File: src/rtl/hazard_ctrl.sv
// -----------------------------------------------------------------------------
// hazard_ctrl
// Hazard unit for a five-stage in-order pipeline (F/D/E/M/W):
//   * combinational operand forwarding into Execute (Memory and Writeback),
//   * load-use stall, taken-branch flush and data-memory wait stall,
//   * RUN/WAIT memory-wait FSM with a sticky timeout flag,
//   * optional saturating stall/flush performance counters.
//
// Build option:
//   HAZARD_PERF_CNT_EN  defined   -> StallCnt/FlushCnt counter registers exist
//                       undefined -> no counter registers, outputs tied to 0
//
// Wait-cycle accounting: the wait counter is cleared when the FSM enters WAIT
// and counts every completed cycle in WAIT. The timeout flag is loaded on the
// same edge that brings the counter to TIMEOUT, so it is visible from the
// (TIMEOUT+1)-th cycle spent in WAIT onward.
// -----------------------------------------------------------------------------
module hazard_ctrl #(
   parameter int TIMEOUT = 16,
   parameter int CNT_W   = 32
) (
   input  logic             clk,
   input  logic             rst,
   input  logic [4:0]       RS1_D,
   input  logic [4:0]       RS2_D,
   input  logic [4:0]       RS1_E,
   input  logic [4:0]       RS2_E,
   input  logic [4:0]       RD_E,
   input  logic             ResultSrcE,
   input  logic             PCSrcE,
   input  logic             RegWriteM,
   input  logic [4:0]       RD_M,
   input  logic             RegWriteW,
   input  logic [4:0]       RDW,
   input  logic             MemReadM,
   input  logic             MemReadyM,
   output logic [1:0]       ForwardAE,
   output logic [1:0]       ForwardBE,
   output logic             StallF,
   output logic             StallD,
   output logic             StallE,
   output logic             StallM,
   output logic             FlushD,
   output logic             FlushE,
   output logic             FlushW,
   output logic             MemTimeout,
   output logic [CNT_W-1:0] StallCnt,
   output logic [CNT_W-1:0] FlushCnt
);

   // Wait counter only needs to reach TIMEOUT; it saturates there.
   localparam int WCNT_W = (TIMEOUT < 1) ? 1 : $clog2(TIMEOUT + 1);
   localparam logic [WCNT_W-1:0] TIMEOUT_C = WCNT_W'(TIMEOUT);
   localparam logic [WCNT_W-1:0] WCNT_ONE  = WCNT_W'(1'b1);
   localparam logic [WCNT_W-1:0] WCNT_ZERO = WCNT_W'(1'b0);

   typedef enum logic [0:0] {
      ST_RUN  = 1'b0,
      ST_WAIT = 1'b1
   } state_e;

   state_e            state_q;
   state_e            state_d;
   logic [WCNT_W-1:0] wcnt_q;
   logic [WCNT_W-1:0] wcnt_d;
   logic              tmo_q;
   logic              tmo_d;

   logic              ld_miss_s;   // a load in Memory is not served this cycle
   logic              mw_s;        // memory-wait stall condition
   logic              lu_haz_s;    // load-use hazard between Execute and Decode

   // ---------------------------------------------------------------------
   // Forwarding select for one Execute source operand. Memory stage has the
   // youngest value and wins over Writeback; x0 is never forwarded.
   // ---------------------------------------------------------------------
   function automatic logic [1:0] fwd_sel(
      input logic [4:0] rs,
      input logic       wr_m,
      input logic [4:0] rd_m,
      input logic       wr_w,
      input logic [4:0] rd_w
   );
      logic [1:0] sel;
      if (wr_m && (rd_m != 5'd0) && (rd_m == rs)) begin
         sel = 2'b10;
      end else if (wr_w && (rd_w != 5'd0) && (rd_w == rs)) begin
         sel = 2'b01;
      end else begin
         sel = 2'b00;
      end
      return sel;
   endfunction

   // Operand forwarding muxes for both ALU sources (purely combinational).
   always_comb begin
      ForwardAE = fwd_sel(RS1_E, RegWriteM, RD_M, RegWriteW, RDW);
      ForwardBE = fwd_sel(RS2_E, RegWriteM, RD_M, RegWriteW, RDW);
   end

   // Hazard detection terms: memory wait and load-use.
   always_comb begin
      ld_miss_s = MemReadM & ~MemReadyM;
      mw_s      = ld_miss_s | ((state_q == ST_WAIT) & ~MemReadyM);
      lu_haz_s  = ResultSrcE & (RD_E != 5'd0) &
                  ((RD_E == RS1_D) | (RD_E == RS2_D));
   end

   // Stall/flush resolution with priority memory-wait > branch > load-use.
   always_comb begin
      StallF = 1'b0;
      StallD = 1'b0;
      StallE = 1'b0;
      StallM = 1'b0;
      FlushD = 1'b0;
      FlushE = 1'b0;
      FlushW = 1'b0;
      if (mw_s) begin
         // Freeze everything up to Memory; Writeback gets a bubble so the
         // stalled load is not retired twice.
         StallF = 1'b1;
         StallD = 1'b1;
         StallE = 1'b1;
         StallM = 1'b1;
         FlushW = 1'b1;
      end else if (PCSrcE) begin
         // Wrong-path instructions in Decode and Execute are squashed; a
         // pending load-use hazard is irrelevant because its consumer dies.
         FlushD = 1'b1;
         FlushE = 1'b1;
      end else if (lu_haz_s) begin
         // Hold the consumer in Decode and insert a bubble into Execute.
         StallF = 1'b1;
         StallD = 1'b1;
         FlushE = 1'b1;
      end else begin
         StallF = 1'b0;
         FlushE = 1'b0;
      end
   end

   // Memory-wait FSM next state, wait counter and sticky timeout flag.
   always_comb begin
      state_d = state_q;
      wcnt_d  = wcnt_q;
      tmo_d   = tmo_q;
      case (state_q)
         ST_RUN: begin
            if (ld_miss_s) begin
               state_d = ST_WAIT;
               wcnt_d  = WCNT_ZERO;
            end else begin
               state_d = ST_RUN;
            end
         end
         ST_WAIT: begin
            if (MemReadyM) begin
               state_d = ST_RUN;
            end else begin
               // Stay in WAIT even after the timeout; the flag only reports.
               state_d = ST_WAIT;
               if (wcnt_q != TIMEOUT_C) begin
                  wcnt_d = wcnt_q + WCNT_ONE;
               end else begin
                  wcnt_d = wcnt_q;
               end
               if (wcnt_d == TIMEOUT_C) begin
                  tmo_d = 1'b1;
               end else begin
                  tmo_d = tmo_q;
               end
            end
         end
         default: begin
            state_d = ST_RUN;
            wcnt_d  = WCNT_ZERO;
         end
      endcase
   end

   // FSM, wait counter and timeout flag registers; reset is asynchronous so
   // the state-dependent stall drops as soon as rst goes low.
   always_ff @(posedge clk or negedge rst) begin
      if (!rst) begin
         state_q <= ST_RUN;
         wcnt_q  <= WCNT_ZERO;
         tmo_q   <= 1'b0;
      end else begin
         state_q <= state_d;
         wcnt_q  <= wcnt_d;
         tmo_q   <= tmo_d;
      end
   end

   assign MemTimeout = tmo_q;

`ifdef HAZARD_PERF_CNT_EN
   localparam logic [CNT_W-1:0] CNT_MAX  = {CNT_W{1'b1}};
   localparam logic [CNT_W-1:0] CNT_ONE  = CNT_W'(1'b1);
   localparam logic [CNT_W-1:0] CNT_ZERO = {CNT_W{1'b0}};

   logic [CNT_W-1:0] stall_cnt_q;
   logic [CNT_W-1:0] stall_cnt_d;
   logic [CNT_W-1:0] flush_cnt_q;
   logic [CNT_W-1:0] flush_cnt_d;

   // Saturating counters: stalled fetch cycles and Execute bubbles.
   always_comb begin
      stall_cnt_d = stall_cnt_q;
      flush_cnt_d = flush_cnt_q;
      if (StallF && (stall_cnt_q != CNT_MAX)) begin
         stall_cnt_d = stall_cnt_q + CNT_ONE;
      end else begin
         stall_cnt_d = stall_cnt_q;
      end
      if (FlushE && (flush_cnt_q != CNT_MAX)) begin
         flush_cnt_d = flush_cnt_q + CNT_ONE;
      end else begin
         flush_cnt_d = flush_cnt_q;
      end
   end

   // Performance counter registers.
   always_ff @(posedge clk or negedge rst) begin
      if (!rst) begin
         stall_cnt_q <= CNT_ZERO;
         flush_cnt_q <= CNT_ZERO;
      end else begin
         stall_cnt_q <= stall_cnt_d;
         flush_cnt_q <= flush_cnt_d;
      end
   end

   assign StallCnt = stall_cnt_q;
   assign FlushCnt = flush_cnt_q;
`else
   assign StallCnt = {CNT_W{1'b0}};
   assign FlushCnt = {CNT_W{1'b0}};
`endif

endmodule

File: config.mk
export PLATFORM = sky130hd
export DESIGN_NAME = hazard_ctrl
export DESIGN_NICKNAME = d
export VERILOG_FILES = /design/src/rtl/hazard_ctrl.sv
export SDC_FILE = /design/constraint.sdc
export NUM_CORES = 1
export LEC_CHECK = 0
export BUFFER_PORTS_ARGS = -buffer_cell sky130_fd_sc_hd__buf_2
export CORE_UTILIZATION = 34
export DETAILED_ROUTE_END_ITERATION = 8
export HOLD_SLACK_MARGIN = 0.08
export PLACE_DENSITY = 0.86
export SLEW_MARGIN = 20
export SYNTH_ARGS = -nofsm -noshare
export SYNTH_HDL_FRONTEND = slang
export SYNTH_SLANG_ARGS = --single-unit
File: constraint.sdc
create_clock -name clk -period 1.5 [get_ports clk]
set_input_delay 0.15 -clock clk [delete_from_list [all_inputs] [get_ports clk]]
set_output_delay 0.15 -clock clk [all_outputs]
set_load 0.01 [all_outputs]
# Word-level counts from Yosys, hierarchy flattened
# Index checks and enable logic that the tools add are counted.
[totals]
reg_bits = 7
latch_bits = 0
ramBits = 0
mem_bits_ro = 0
out_inout_bits = 76
wordCells = 54
memories = 0
[classes]
n_addsub = 1
n_mul = 0
div = 0
n_lt_le_gt_ge = 0
n_eq_ne = 10
shifts = 0
muxes = 21
bitwise = 8
n_reduce_logical = 11
[ops]
columns = ["cell", "count"]
rows = [
  ["5-bit == test", 6],
  ["5-bit two-way mux", 5],
  ["5-bit nonzero test", 3],
  ["1-bit two-way mux", 12],
  ["5-bit one-hot mux with 2 select lines", 1],
  ["1-bit logical AND", 6],
  ["5-bit by 1-bit adder with 5-bit output, second input constant", 1],
  ["5-bit == test, second input constant", 1],
  ["5-bit != test, second input constant", 1],
  ["1-bit bitwise AND", 4],
  ["2-bit two-way mux", 2],
  ["2-bit != test, second input constant", 2],
  ["3-bit AND reduction", 1],
  ["1-bit NOT", 2],
  ["1-bit OR", 2],
  ["1-bit one-hot mux with 2 select lines", 1],
  ["2-bit AND reduction", 1],
]

# Depth between registers and ports, before layout
[depth]
depth_word = 6
mapped_depth = 6

# Worst setup path before layout
# No wires, ideal clock.
[synth_path]
path_type = "input -> output"
start = "input port RD_M[3]"
end = "output port ForwardAE[0]"
arrival_time_ns = 1.294
required_time_ns = 1.350
path_slack_ns = 0.056
stages = 4
cell_sequence = "or4_1 -> o21ai_2 -> nor4_1 -> nor4_2"
[synth_via]
elab_chain_len = 4
word_cells_on_any_way = 5
classes_between = "eq/ne (1); mux (1); reduce/logical (3)"
[synth_lines]
columns = ["item", "line_no", "rtl"]
rows = [
  ["start, declared", "32", "input logic [4:0] RD_M,"],
  ["5-bit nonzero test", "85", "if (wr_m && (rd_m != 5'd0) && (rd_m == rs)) begin"],
  ["1-bit logical AND", "85", ""],
  ["1-bit logical AND (*)", "85", ""],
  ["2-bit two-way mux (*)", "85", ""],
  ["end, declared", "37", "output logic [1:0] ForwardAE,"],
]
# Every way passes the cells marked *; elsewhere a longest branch is shown, timed or not.

# Worst setup path in the final report
[layout_path]
start = "input port RD_M[0]"
end = "output port ForwardAE[0]"
# The elaborated chain is that of the path after synthesis.

==> impl_metrics.ini <==
[run_status]
status = finished with violations
violations = negative setup slack

[critical_path]
crit_required_ns = 1.35
cp_max_fo = 2
reg2reg_slack_ns = 0.08
endpoint_kind = output pin
start_kind = input port
worst_ep_arrival_time_ns = 1.39
crit_type = input port to output pin

[global_routing]
grt_usage_pct = 11.99
grt_first_pass_wirelength_um = 3795
antenna_found_initial = 0
grt-ovfl-total = 0
grt_pass1_vias = 894
grt_max_degree = 8

[synth]
yosysTopAreaCellShare_pct = 38.51
yosysWarningCount = 0
synth_area_um2 = 1306
synth_area_leaders = buf_4 (39%), xor2_1 (17%), dfrtp_1 (13%), xnor2_1 (5.4%), or4_1 (3.4%)
synth.avg_cell_area_um2 = 8.063
synth_largest_area_cell = buf_4
async_flop_share_pct = 100.0
ys_top_cells_by_count = buf_4 (67), xor2_1 (25), o21ai_0 (8), xnor2_1 (8), dfrtp_1 (7)
synth.most_common_cell = buf_4
synth_ff_type = dfrtp_1
synth_seq_area_share_pct = 13.41
synth_cell_types = 25
synth_cells = 162
synth_edf_count = 0
ys_ff_latch = 7

[pwr]
clkPwrFrac_pct = 31.0
p_leak_nw = 0.8708
combPwrFrac_pct = 44.2
p_total_uw = 871.8
p_int_uw = 542.1
seq_power_share_pct = 24.8
vdd_drop_max_mv = 0.1596
p_per_area_nw_per_um2 = 547.8
p_sw_share_pct = 37.81
p_switching_uw = 329.6

[placement]
place_ws_ns = -0.1081
port_buffers = 54
hpwl_um = 2096
placed_cell_area_um2 = 1445
gp_congestion = 0.8252
placed_cells = 270

[timing]
worst_slack_ns = -0.04028
finalClockSkew_ns = 0.002250
grt_setup_unrepaired = yes
period_share_pct = 102.7
max_freq_ghz = 0.6492
setup_violations = 4
slew_viol_final = 0
final_hold_viol_count = 0
period_minus_slack_ns = 1.540

[die]
core-area_um2 = 3661
dieArea_um2 = 4094
rows = 22
die_h_um = 63.99
io_pins = 119
die_x_um = 63.99
start_util_pct = 35.68

[finish]
drive_gt1_share_pct = 34.06
fin_cells = 277
fin_nets = 275
area_growth_pct = 21.84
n_antenna_cell = 0
final_core_util_pct = 43.47
fin_area_um2 = 1592

[route]
wirelength_um = 2502
first_pass_iters = 4
vias = 1097
wl_per_cell_um = 9.032
drc = 0
ant_nets = 0
via_per_inst = 3.960
drtIter0Drc = 19

[clocking]
cts.sinks = 7
cts-buffers-inserted = 3
clk_latency_ns = 0.23
path_clk_slew_ns = 0.04
clock_path_buffers = 2
htreeDepth = 1
clockRootBuffer = clkbuf_8
cts_tree = yes

[hold_path]
hp-class = input port to flop

[job]
drv_cap = 0
layout by cell type (no fill, tap or decap), types with 2 or more instances in the layout:
master,instances
inv_1,5
clkbuf_8,3
buf_6,5
nand2_1,4
xnor2_1,8
nor4_4,2
nor3_1,2
dfrtp_1,7
buf_2,51
nor2_1,3
nand2b_1,3
xor2_1,25
nor4_2,2
o31ai_1,2
buf_4,10
o21ai_0,7
ha_1,2
a21o_1,2
or4_1,5
conb_1,64
nand3_1,4
worst paths after layout:
kind	startpoint	endpoint	depth (start not counted)
min	MemReadM	state_q	3
min reg2reg	MemTimeout	MemTimeout	1
max reg2reg	wcnt_q[1]	MemTimeout	6
max in group asynchronous	rst	wcnt_q[2]	2
max	RD_M[0]	ForwardAE[0]	7
min in group asynchronous	rst	wcnt_q[3]	2
state kept, by name (all words and copies together) (netlist names):
register,cells
MemTimeout,1
wcnt_q,5
state_q,1
through the flow:
stage | TNS (ns) | hold slack, ns
6_report | -0.09050 | 0.2163
2_1_floorplan | 0 | -0.1456
5_1_grt | -0.3284 | 0.2255
3_5_place_dp | -0.2321 | -0.004151
4_1_cts | -0.1653 | 0.2343
3_3_place_gp | -0.1948 | -0.006091
routing by layer:
metal / global-route usage [%] / vias to the layer above / part of all wire (%)
li1: - / 539 / -
met1: 12.23 / 490 / 35
met2: 21.94 / 62 / 54
met3: 3.214 / 6 / 8.4
met4: 6.534 / 0 / 2.5
met5: 0 / - / 0
what timing repair did:
item                       in CTS  in global routing
setup buffers                   2                  0
gates resized for setup        11                  4
hold buffers                    1                  0
setup endpoints to repair       5                  5
hold endpoints to repair        7                  0
pin swaps                       8                  2
cell families after synthesis:
group | after synthesis | share of synthesized area [%]
AND/OR/NAND/NOR | 29 | 13.89
other | 1 | 0.2871
adder cells (fa/ha/maj) | 2 | 1.915
buffers and inverters | 73 | 40.23
AO/OA/AOI/OAI | 17 | 8.142
XOR/XNOR | 33 | 22.13
flip-flops | 7 | 13.41
final cells by class:
cell class	instances	area [µm²]
tap	48	60.06
fill	388	2069
multi-input combinational	145	892.1
timing repair buffer	67	396.6
clock buffer	4	45.04
sequential	7	175.2
inverter	6	22.52
power by group through the flow:
stage | clock network [mW] | registers (mW) | logic [mW]
floorplan | 0 | 0.220 | 0.335
global placement | 0 | 0.218 | 0.343
detailed placement | 0 | 0.219 | 0.352
CTS | 0.277 | 0.217 | 0.379
global route | 0.292 | 0.218 | 0.426
finish | 0.270 | 0.216 | 0.385
worst max-delay path: stages:
cell     delay (ns)
buf_6          0.09
or4_4          0.53
o21ai_4        0.16
buf_6          0.12
nor4_4         0.03
nor4_2         0.12
buf_2          0.17
(Power assumes the default switching activity.)
